### config.mk
export PLATFORM = sky130hd
export DESIGN_NAME = bp_nonsynth_cache_profiler
export DESIGN_NICKNAME = d
export VERILOG_FILES = /design/src/rtl/bp_nonsynth_cache_profiler.sv
export SDC_FILE = /design/constraint.sdc
export NUM_CORES = 2
export LEC_CHECK = 0
export BUFFER_PORTS_ARGS = -buffer_cell sky130_fd_sc_hd__buf_2
export CORE_MARGIN = 2
export CORE_UTILIZATION = 29
export CTS_CLUSTER_DIAMETER = 200
export DETAILED_ROUTE_END_ITERATION = 6
export PLACE_DENSITY = 0.54
export SLEW_MARGIN = 30
export SYNTH_ARGS = -nofsm -noshare
export SYNTH_HDL_FRONTEND = slang
export SYNTH_SLANG_ARGS = --single-unit
### constraint.sdc
create_clock -name clk_i -period 6.2 [get_ports clk_i]
set_input_delay 0.62 -clock clk_i [delete_from_list [all_inputs] [get_ports clk_i]]
set_output_delay 0.62 -clock clk_i [all_outputs]
set_load 0.01 [all_outputs]
### src/rtl/bp_nonsynth_cache_profiler.sv
// Banked performance profiler for an L1 cache engine.
//
// Counts tag and per-bank data mem accesses and tracks miss latency
// statistics (count, min, max, total). All counts are per sampling window and
// saturate. At the end of every window the live values are copied into
// snapshot registers, and one of them can be read back through stat_sel_i.
// Miss start/complete and window-end events are timestamped and pushed into a
// small trace FIFO. A valid/yumi consumer drains the FIFO. Events that find the
// FIFO full are counted as dropped.
//
// Ports:
//   clk_i, reset_n_i        clock, asynchronous active-low reset
//   freeze_i                suspends counting, timestamp, window and miss FSM
//   tag_mem_v_i             tag mem access this cycle
//   data_mem_v_i            per-bank data mem access this cycle
//   cache_req_v_i/_yumi_i   request handshake; _miss_i marks it as a miss
//   cache_req_complete_i    completion of the outstanding miss
//   stat_sel_i / stat_o     snapshot statistic select / value (combinational)
//   snapshot_v_o            one-cycle pulse after the snapshot is updated
//   trace_v_o/_data_o       FIFO head valid / {type[1:0], timestamp}
//   trace_yumi_i            consumer pops the FIFO head
module bp_nonsynth_cache_profiler #(
    parameter int  num_banks_p       = 8,
    parameter int  counter_width_p   = 32,
    parameter int  timestamp_width_p = 32,
    parameter int  window_cycles_p   = 1024,
    parameter int  trace_depth_p     = 8,
    localparam int num_stats_lp      = num_banks_p + 6,
    localparam int stat_sel_width_lp = $clog2(num_stats_lp),
    localparam int trace_width_lp    = 2 + timestamp_width_p
) (
    input  logic                         clk_i,
    input  logic                         reset_n_i,
    input  logic                         freeze_i,
    input  logic                         tag_mem_v_i,
    input  logic [num_banks_p-1:0]       data_mem_v_i,
    input  logic                         cache_req_v_i,
    input  logic                         cache_req_yumi_i,
    input  logic                         cache_req_miss_i,
    input  logic                         cache_req_complete_i,
    input  logic [stat_sel_width_lp-1:0] stat_sel_i,
    output logic [counter_width_p-1:0]   stat_o,
    output logic                         snapshot_v_o,
    output logic                         trace_v_o,
    output logic [trace_width_lp-1:0]    trace_data_o,
    input  logic                         trace_yumi_i
);

    localparam int win_width_lp = $clog2(window_cycles_p);
    localparam int ptr_width_lp = $clog2(trace_depth_p);
    localparam int cnt_width_lp = ptr_width_lp + 1;
    localparam int wide_lp      = (timestamp_width_p > counter_width_p) ? timestamp_width_p : counter_width_p;

    function automatic logic [counter_width_p-1:0] sat_add(
        input logic [counter_width_p-1:0] a,
        input logic [counter_width_p-1:0] b
    );
        logic [counter_width_p:0] sum;
        sum = {1'b0, a} + {1'b0, b};
        return sum[counter_width_p] ? {counter_width_p{1'b1}} : sum[counter_width_p-1:0];
    endfunction

    typedef enum logic {ST_IDLE, ST_PEND} miss_state_e;

    miss_state_e                  state_reg, state_next;
    logic [timestamp_width_p-1:0] ts_reg, start_reg, start_next, latency;
    logic [win_width_lp-1:0]      win_reg;
    logic                         active, win_end, req_accept, miss_start, miss_done;
    logic [wide_lp-1:0]           latency_wide;
    logic [counter_width_p-1:0]   lat_c;

    assign active  = ~freeze_i;
    assign win_end = active && (win_reg == win_width_lp'(window_cycles_p - 1));

    // Free-running timestamp and window position, both paused by freeze.
    always_ff @(posedge clk_i or negedge reset_n_i) begin
        if (!reset_n_i) begin
            ts_reg  <= '0;
            win_reg <= '0;
        end else if (active) begin
            ts_reg  <= ts_reg + 1'b1;
            win_reg <= win_end ? '0 : win_reg + 1'b1;
        end
    end

    // ---------------- miss FSM ----------------
    always_ff @(posedge clk_i or negedge reset_n_i) begin
        if (!reset_n_i) begin
            state_reg <= ST_IDLE;
            start_reg <= '0;
        end else begin
            state_reg <= state_next;
            start_reg <= start_next;
        end
    end

    assign req_accept = cache_req_v_i & cache_req_yumi_i & cache_req_miss_i;

    always_comb begin
        state_next = state_reg;
        start_next = start_reg;
        miss_start = 1'b0;
        miss_done  = 1'b0;
        if (active) begin
            case (state_reg)
                ST_IDLE: begin
                    if (req_accept) begin
                        state_next = ST_PEND;
                        start_next = ts_reg;
                        miss_start = 1'b1;
                    end
                end
                ST_PEND: begin
                    // Accepts while waiting are ignored unless the pending
                    // miss completes in the same cycle, which frees the FSM.
                    if (cache_req_complete_i) begin
                        miss_done  = 1'b1;
                        state_next = ST_IDLE;
                        if (req_accept) begin
                            state_next = ST_PEND;
                            start_next = ts_reg;
                            miss_start = 1'b1;
                        end
                    end
                end
                default: state_next = ST_IDLE;
            endcase
        end
    end

    // Modulo subtraction keeps latency correct across timestamp wrap; the
    // result is clamped if the statistic counters are narrower.
    assign latency      = ts_reg - start_reg;
    assign latency_wide = wide_lp'(latency);
    assign lat_c = (latency_wide > wide_lp'({counter_width_p{1'b1}}))
                 ? {counter_width_p{1'b1}} : counter_width_p'(latency_wide);

    // ---------------- trace FIFO ----------------
    logic [trace_width_lp-1:0]      fifo_mem [trace_depth_p];
    logic [ptr_width_lp-1:0]        wr_ptr_reg, rd_ptr_reg;
    logic [cnt_width_lp-1:0]        count_reg, count_next, free_slots;
    logic                           pop;
    logic [2:0]                     push_v, push_ok;
    logic [2:0][trace_width_lp-1:0] push_data;
    logic [2:0][ptr_width_lp-1:0]   push_slot;
    logic [1:0]                     n_acc, drop_cnt;

    always_comb begin
        pop          = trace_yumi_i && (count_reg != '0);
        // Index order is push priority: completion, start, window end.
        push_v       = {win_end, miss_start, miss_done};
        push_data[0] = {2'd1, ts_reg};
        push_data[1] = {2'd0, ts_reg};
        push_data[2] = {2'd2, ts_reg};
        free_slots   = cnt_width_lp'(trace_depth_p) - count_reg + cnt_width_lp'(pop);
        n_acc        = '0;
        drop_cnt     = '0;
        push_ok      = '0;
        push_slot    = '0;
        for (int k = 0; k < 3; k++) begin
            if (push_v[k]) begin
                if (cnt_width_lp'(n_acc) < free_slots) begin
                    push_ok[k]   = 1'b1;
                    push_slot[k] = wr_ptr_reg + ptr_width_lp'(n_acc);
                    n_acc        = n_acc + 2'd1;
                end else begin
                    drop_cnt = drop_cnt + 2'd1;
                end
            end
        end
        count_next = count_reg - cnt_width_lp'(pop) + cnt_width_lp'(n_acc);
    end

    always_ff @(posedge clk_i or negedge reset_n_i) begin
        if (!reset_n_i) begin
            wr_ptr_reg <= '0;
            rd_ptr_reg <= '0;
            count_reg  <= '0;
        end else begin
            wr_ptr_reg <= wr_ptr_reg + ptr_width_lp'(n_acc);
            rd_ptr_reg <= rd_ptr_reg + ptr_width_lp'(pop);
            count_reg  <= count_next;
        end
    end

    always_ff @(posedge clk_i) begin
        for (int k = 0; k < 3; k++) begin
            if (push_ok[k]) fifo_mem[push_slot[k]] <= push_data[k];
        end
    end

    assign trace_v_o    = (count_reg != '0);
    assign trace_data_o = fifo_mem[rd_ptr_reg];

    // ---------------- live counters ----------------
    // At window end the live values restart from their cleared state and
    // still absorb this cycle's events, so those land in the new window.
    logic [counter_width_p-1:0] tag_reg, miss_reg, min_reg, max_reg, tot_reg, drop_reg;
    logic                       done_any_reg;
    logic [counter_width_p-1:0] min_base, max_base;
    logic [num_banks_p-1:0][counter_width_p-1:0] bank_cnt;

    assign min_base = win_end ? {counter_width_p{1'b1}} : min_reg;
    assign max_base = win_end ? '0 : max_reg;

    always_ff @(posedge clk_i or negedge reset_n_i) begin
        if (!reset_n_i) begin
            tag_reg      <= '0;
            miss_reg     <= '0;
            min_reg      <= {counter_width_p{1'b1}};
            max_reg      <= '0;
            tot_reg      <= '0;
            drop_reg     <= '0;
            done_any_reg <= 1'b0;
        end else begin
            tag_reg      <= sat_add(win_end ? '0 : tag_reg, counter_width_p'(tag_mem_v_i & active));
            miss_reg     <= sat_add(win_end ? '0 : miss_reg, counter_width_p'(miss_start));
            min_reg      <= (miss_done && (lat_c < min_base)) ? lat_c : min_base;
            max_reg      <= (miss_done && (lat_c > max_base)) ? lat_c : max_base;
            tot_reg      <= sat_add(win_end ? '0 : tot_reg, miss_done ? lat_c : '0);
            drop_reg     <= sat_add(win_end ? '0 : drop_reg, counter_width_p'(drop_cnt));
            done_any_reg <= (win_end ? 1'b0 : done_any_reg) | miss_done;
        end
    end

    genvar gi;
    for (gi = 0; gi < num_banks_p; gi++) begin : g_bank
        logic [counter_width_p-1:0] cnt_reg;
        always_ff @(posedge clk_i or negedge reset_n_i) begin
            if (!reset_n_i) cnt_reg <= '0;
            else            cnt_reg <= sat_add(win_end ? '0 : cnt_reg,
                                               counter_width_p'(data_mem_v_i[gi] & active));
        end
        assign bank_cnt[gi] = cnt_reg;
    end

    // ---------------- snapshots ----------------
    logic [num_stats_lp-1:0][counter_width_p-1:0] live_vec, snap_reg;
    logic                                         snap_v_reg;

    always_comb begin
        live_vec = '0;
        live_vec[0] = tag_reg;
        for (int b = 0; b < num_banks_p; b++) live_vec[1 + b] = bank_cnt[b];
        live_vec[num_banks_p + 1] = miss_reg;
        // The all-ones min sentinel is never published.
        live_vec[num_banks_p + 2] = done_any_reg ? min_reg : '0;
        live_vec[num_banks_p + 3] = max_reg;
        live_vec[num_banks_p + 4] = tot_reg;
        live_vec[num_banks_p + 5] = drop_reg;
    end

    always_ff @(posedge clk_i or negedge reset_n_i) begin
        if (!reset_n_i) begin
            snap_reg   <= '0;
            snap_v_reg <= 1'b0;
        end else begin
            if (win_end) snap_reg <= live_vec;
            snap_v_reg <= win_end;
        end
    end

    assign snapshot_v_o = snap_v_reg;

    always_comb begin
        stat_o = '0;
        for (int s = 0; s < num_stats_lp; s++) begin
            if (stat_sel_i == stat_sel_width_lp'(s)) stat_o = snap_reg[s];
        end
    end

endmodule

# ---- Word level (Yosys, flattened, before mapping)
# Memories as Yosys holds them, arrays and structs flattened.
# Cells that the tools add are included.
dict set report word_totals {
  wordCells 196
  regBits 983
  inputBits 21
  out_inout_bits 68
  mem_bits_rw 272
  memories 1
}
# name depth word_bits read_ports rd_ports_with_merged_regs wr line_no
set mem_list {}
lappend mem_list {fifo_mem 8 34 1 0 3 139} ;# logic [trace_width_lp-1:0] fifo_mem [trace_depth_p];
dict set report classes {
  add_sub_neg 27
  n_eq_ne 15
  bitwise_logic 14
  n_mux 89
  n_reduce_logical 7
  order_cmp 6
}
# operator count
set ops {}
lappend ops {{$mux 32} 47}
lappend ops {{$add 32x1->33} 10}
lappend ops {{$pmux 32 s2} 1}
lappend ops {{$add 32x2->33} 1}
lappend ops {{$add 32x32->33} 1}
lappend ops {{$add 32x1->32 const B} 1}
lappend ops {{$gt 32x32->1} 1}
lappend ops {{$gt 32x32->1 const B} 1}
lappend ops {{$lt 32x32->1} 1}
lappend ops {{$sub 32x32->32} 1}
lappend ops {{$eq 4x4->1 const B} 6}
lappend ops {{$mux 1} 24}
lappend ops {{$mux 3} 6}
lappend ops {{$eq 4x3->1 const B} 4}
lappend ops {{$mux 2} 8}
lappend ops {{$and 1x1->1} 11}
lappend ops {{$add 10x1->10 const B} 1}
lappend ops {{$eq 10x10->1 const B} 1}
lappend ops {{$mux 10} 1}
lappend ops {{$add 3x2->3} 3}
lappend ops {{$add 2x1->2 const B} 4}
lappend ops {{$eq 4x2->1 const B} 2}
lappend ops {{$lt 2x4->1} 2}
lappend ops {{$add 4x1->4} 1}
lappend ops {{other kinds (14)} 19}

# ---- Longest topological paths before layout
dict set report depth {
  word_depth 15
  depth_mapped 29
  ltp_nobuf 29
}

# ---- Worst setup path before layout
# Ideal clock, no wire load.
dict set report synth_timing {
  path_type {register to register}
  start {register count_reg[2]}
  end {register drop_reg[27]}
  stages_incl_launch_ff 29
  required_time_ns 6.117
  synth_period_minus_slack_ns 5.520
  path_buffers 1
  path_slack_ns 0.680
  arrival_time_ns 5.437
  setup_time_ns 0.083
  path_cell_list {dfrtp_1 > inv_1 > ha_1 > nand2_1 > nand2_1 > ha_1 > inv_1 > ha_1 > nor2b_1 > a31oi_1 > o31ai_2 > inv_1 > ha_1 > and3_1 > ha_1 > a21boi_0 > o21bai_1 > or2_2 > nor2_1 > xnor2_1 > o22ai_1 > fa_1 > and4_1 > nand3b_1 > nor3_1 > nor4b_4 > nand4_1 > clkbuf_1 > o21ai_0}
}
dict set report synth_via {
  elab_chain_cells 14
  elab_cells_between_ends 22
  classes_between {add/sub: 6; order compare: 3; mux: 11; reduce/logical: 2}
}
# item line_no
set synth_lines {}
lappend synth_lines {{start, declared} 141} ;# logic [cnt_width_lp-1:0] count_reg, count_next, free_slots;
lappend synth_lines {{start signal, assigned} 182} ;# count_reg <= count_next;
lappend synth_lines {{$reduce_bool 4->1 (*)} --}
lappend synth_lines {{named net trace_v_o} 44} ;# output logic trace_v_o,
lappend synth_lines {{$logic_and 1x1->1 (*)} 149} ;# pop = trace_yumi_i && (count_reg != '0);
lappend synth_lines {{$add 4x1->4 (*)} 155} ;# free_slots = cnt_width_lp'(trace_depth_p) - count_reg + cnt_width_lp'(pop);
lappend synth_lines {{$lt 1x4->1} 162} ;# if (cnt_width_lp'(n_acc) < free_slots) begin
lappend synth_lines {{$mux 1} 162}
lappend synth_lines {{$mux 1} 161} ;# if (push_v[k]) begin
lappend synth_lines {{$lt 2x4->1, or another cell as far along} 162}
lappend synth_lines {{$mux 2} 162}
lappend synth_lines {{$mux 2} 161}
lappend synth_lines {{$lt 2x4->1 or $add 2x1->2 (tied branches)} {162, 167}}
lappend synth_lines {{$mux 2} 162}
lappend synth_lines {{$mux 2 (*)} 161}
lappend synth_lines {{$add 32x2->33 (*)} 59} ;# sum = {1'b0, a} + {1'b0, b};
lappend synth_lines {{$mux 32 (*)} 60} ;# return sum[counter_width_p] ? {counter_width_p{1'b1}} : sum[counter_width_p-1:0];
lappend synth_lines {{end signal, assigned} 221} ;# drop_reg <= sat_add(win_end ? '0 : drop_reg, counter_width_p'(drop_cnt));
lappend synth_lines {{end, declared} 198} ;# logic [counter_width_p-1:0] tag_reg, miss_reg, min_reg, max_reg, tot_reg, drop_reg;
# The timed path passes the listed nets; every way through them passes the cells marked *.
# A chain may end at the register's enable or synchronous reset.

# ---- Final worst setup path
dict set report layout_timing {
  start {register ts_reg[0]}
  end {register max_reg[23]}
}
dict set report layout_via {
  elab_chain_cells 6
}
# item line_no
set layout_lines {}
lappend layout_lines {{start, declared} 66} ;# logic [timestamp_width_p-1:0] ts_reg, start_reg, start_next, latency;
lappend layout_lines {{start signal, assigned} 81} ;# ts_reg <= ts_reg + 1'b1;
lappend layout_lines {{$sub 32x32->32 (*)} 133} ;# assign latency = ts_reg - start_reg;
lappend layout_lines {{$gt 32x32->1} 135} ;# assign lat_c = (latency_wide > wide_lp'({counter_width_p{1'b1}}))
lappend layout_lines {{$mux 32 (*)} 136} ;# ? {counter_width_p{1'b1}} : counter_width_p'(latency_wide);
lappend layout_lines {{$gt 32x32->1} 219} ;# max_reg <= (miss_done && (lat_c > max_base)) ? lat_c : max_base;
lappend layout_lines {{$logic_and 1x1->1} 219}
lappend layout_lines {{$mux 32 (*)} 219}
lappend layout_lines {{end signal, assigned} 219}
lappend layout_lines {{end, declared} 198}
# Mark *: on every way between the ends. The rest lies on a longest branch, timed or not.

==> impl_metrics.ini <==
[drt]
drt-wirelength-per-cell_um = 19.0
viasPerCell = 4.89
ant_nets = 0
routed_wl_um = 180000
drt_iter0_drc = 3582
vias = 46300
dr.pass1.iters = 7
drc_errors = 1

[timing]
min_period_ns = 5.77
hold_violations = 0
max-slew-margin-rel_pct = 30.2
finClkSkew_ns = 0.0483
setup_viol = 0
clock.fmax_mhz = 173
finalCritPeriodShare_pct = 93.1
tightest_slew_ns = 1.05
setup_slack_ns = 0.425
hold_ws_ns = 0.187
slew_violations = 0

[yosys]
synthXorXnorAreaFrac_pct = 5.51
synthesis.area_mm2 = 0.0625
syn_nets = 6693
synth_compound_area_share_pct = 8.59
ys.flop_type = dfrtp_1
synth_top_family_by_area = simple AND/OR/NAND/NOR gates
synth_adder_area_share_pct = 3.54
yosys_register_bits = 1255
netlist_instances = 6499
syn_avg_cell_area_um2 = 9.61
ys_warn_count = 0
synthArstFlopShare_pct = 78.3
synthMuxAreaShare_pct = 4.33
synth_cell_types = 95
yosysSeqAreaShare_pct = 52.2
synth-edff-count = 256
synthSimpleGateAreaFrac_pct = 22.4

[worst_hold_path]
hold_path_end = state_reg
hold_path_class = in -> reg
whs_path_depth = 4
worstHoldStart = cache_req_complete_i

[setup_path]
path_max_fanout = 19
cp.arrival_ns = 6.48
required_ns = 6.90
r2r_end = max_reg[23]
reg2reg_depth = 24
rr_startpoint = ts_reg[0]
r2r_slack_ns = 0.43
worstSetupStartpointType = flip-flop
end_kind = flip-flop
path_class = reg -> reg

[layout]
largest_reg_flops = 448
multi_input_area_mm2 = 0.0278
seqCellArea_mm2 = 0.0327
syn_to_final_growth_pct = 14.1
fillerInstances = 22000
fin_area_mm2 = 0.0713
fin_util_pct = 33.2
mostFrequentLayoutCells = 1786 x nand2_1, 948 x dfrtp_1, 368 x o21ai_0
final_nets = 6712
final_common_cell = nand2_1
drive_gt1_share_pct = 10.3

[pwr]
leakagePower_nw = 32.0
irDropWorstVdd_v = 0.000307
power.total_mw = 25.3
powerDensity_mw_per_mm2 = 355

[floorplanning]
die_width_um = 468
core_mm2 = 0.214
fp.dieH_um = 468
initial_utilization_pct = 29.1
die_area_mm2 = 0.219
num_rows = 170
io_pins = 89

[grt]
antenna_found_initial = 2
grt-ovfl-total = 0
grt_pass1_wl_um = 280000
grt_max_degree = 150
grt_pass1_vias = 46000
grt_usage_pct = 16.3

[cts]
insertion_delay_ns = 0.80
tritoncts = yes
clkTransAtPathRegs_ns = 0.06
cts_root_buf = clkbuf_16
cts-buffers-inserted = 146
cts_sinks = 1255
cts_buffer_depth = 3
h-tree-depth = 4

[placement]
hpwlAfterDp_um = 122000
dpl_worst_slack_ns = 0.243
placed_area_mm2 = 0.0664
gp_congestion = 0.847
io_buffers = 88

[run_status]
status = finished with violations
violations = DRC

[run]
timing.max_cap.violations = 0
[cells by family (layout without fill, tap and decap cells)]
logic type / count (synthesis) / count (layout)
AND/OR/NAND/NOR: 3093 / 3093
flip-flops: 1255 / 1255
AO/OA/AOI/OAI: 873 / 873
buffers and inverters: 533 / 663
XOR/XNOR: 393 / 393
multiplexers: 179 / 179
adder cells (fa/ha/maj): 173 / 173
other: 0 / 3
[worst max-delay path by stage]
stage / startpoint / end / slack (ns) / cells past startpoint
floorplan: count_reg[2] / drop_reg[27] / 0.68 / 28
global placement: trace_yumi_i / drop_reg[29] / 0.25 / 26
detailed placement: count_reg[2] / drop_reg[25] / 0.24 / 28
CTS: count_reg[2] / drop_reg[25] / 0.20 / 28
global route: count_reg[2] / drop_reg[16] / -0.02 / 28
finish: ts_reg[0] / max_reg[23] / 0.43 / 24
[layer usage]
metal	up-vias	share of wire (%)	GRT usage (%)
li1	22100	-	-
met1	23200	47	22.9
met2	840	47	26.1
met3	221	4.0	2.15
met4	0	2.7	5.07
met5	-	0	0
[where the power goes]
group,switching [mW],internal (mW)
logic,3.96,2.89
registers,0.715,9.16
clock network,3.66,4.94
[through the flow]
stage	cells	setup TNS, ns
2_1_floorplan	6499	0
3_3_place_gp	9203	0
3_5_place_dp	9203	0
4_1_cts	9463	0
5_1_grt	9470	-0.0417
6_report	9470	0
[cell type report]
cell class              count  area share, %
well taps                2838           4.98
inverters                 153          0.828
multi-input cells        4711           39.1
clock buffers             202           5.73
diodes                      3         0.0105
flip-flops and latches   1255           45.8
clock inverters            57          0.916
repair buffers            251           2.66
[what timing repair did]
item                                    4_1_cts  5_1_grt
setup buffers                                 0        2
endpoints found under the hold margin        68        0
resized for setup                             0        6
endpoints found under the setup margin        0       51
hold buffers                                  1        0
[synth_stat cells (80+ instances only)]
cell,count,share of area [%]
nand4_1,80,0.80
inv_1,150,0.90
nand2_1,1788,11
ha_1,167,3.3
nor2_1,334,2.0
and2_1,193,1.9
dfrtp_1,951,38
nand3_1,214,1.7
clkbuf_1,301,1.8
nor2b_1,152,1.5
a21oi_1,179,1.4
edfxtp_1,256,12
xor2_1,203,2.8
xnor2_1,190,2.7
o21ai_0,368,2.9
[worst max-delay path, stage by stage, from the launching register on]
cell and delay [ns]:
dfrtp_1 0.43, clkinv_1 0.28, ha_1 0.32, inv_1 0.07
fa_1 0.20, a21o_1 0.18, a41o_1 0.27, nor3_1 0.07
buf_4 0.17, or3_1 0.37, a21oi_1 0.26, nor4_1 0.09
nor3_1 0.30, buf_4 0.21, inv_1 0.07, ha_1 0.27
nand4_1 0.12, nor2_1 0.16, nand3_1 0.11, or3_1 0.43
nor4_1 0.31, nor2_1 0.11, o21ai_4 0.36, buf_4 0.34
mux2i_1 0.20
(Power assumes the default switching activity.)
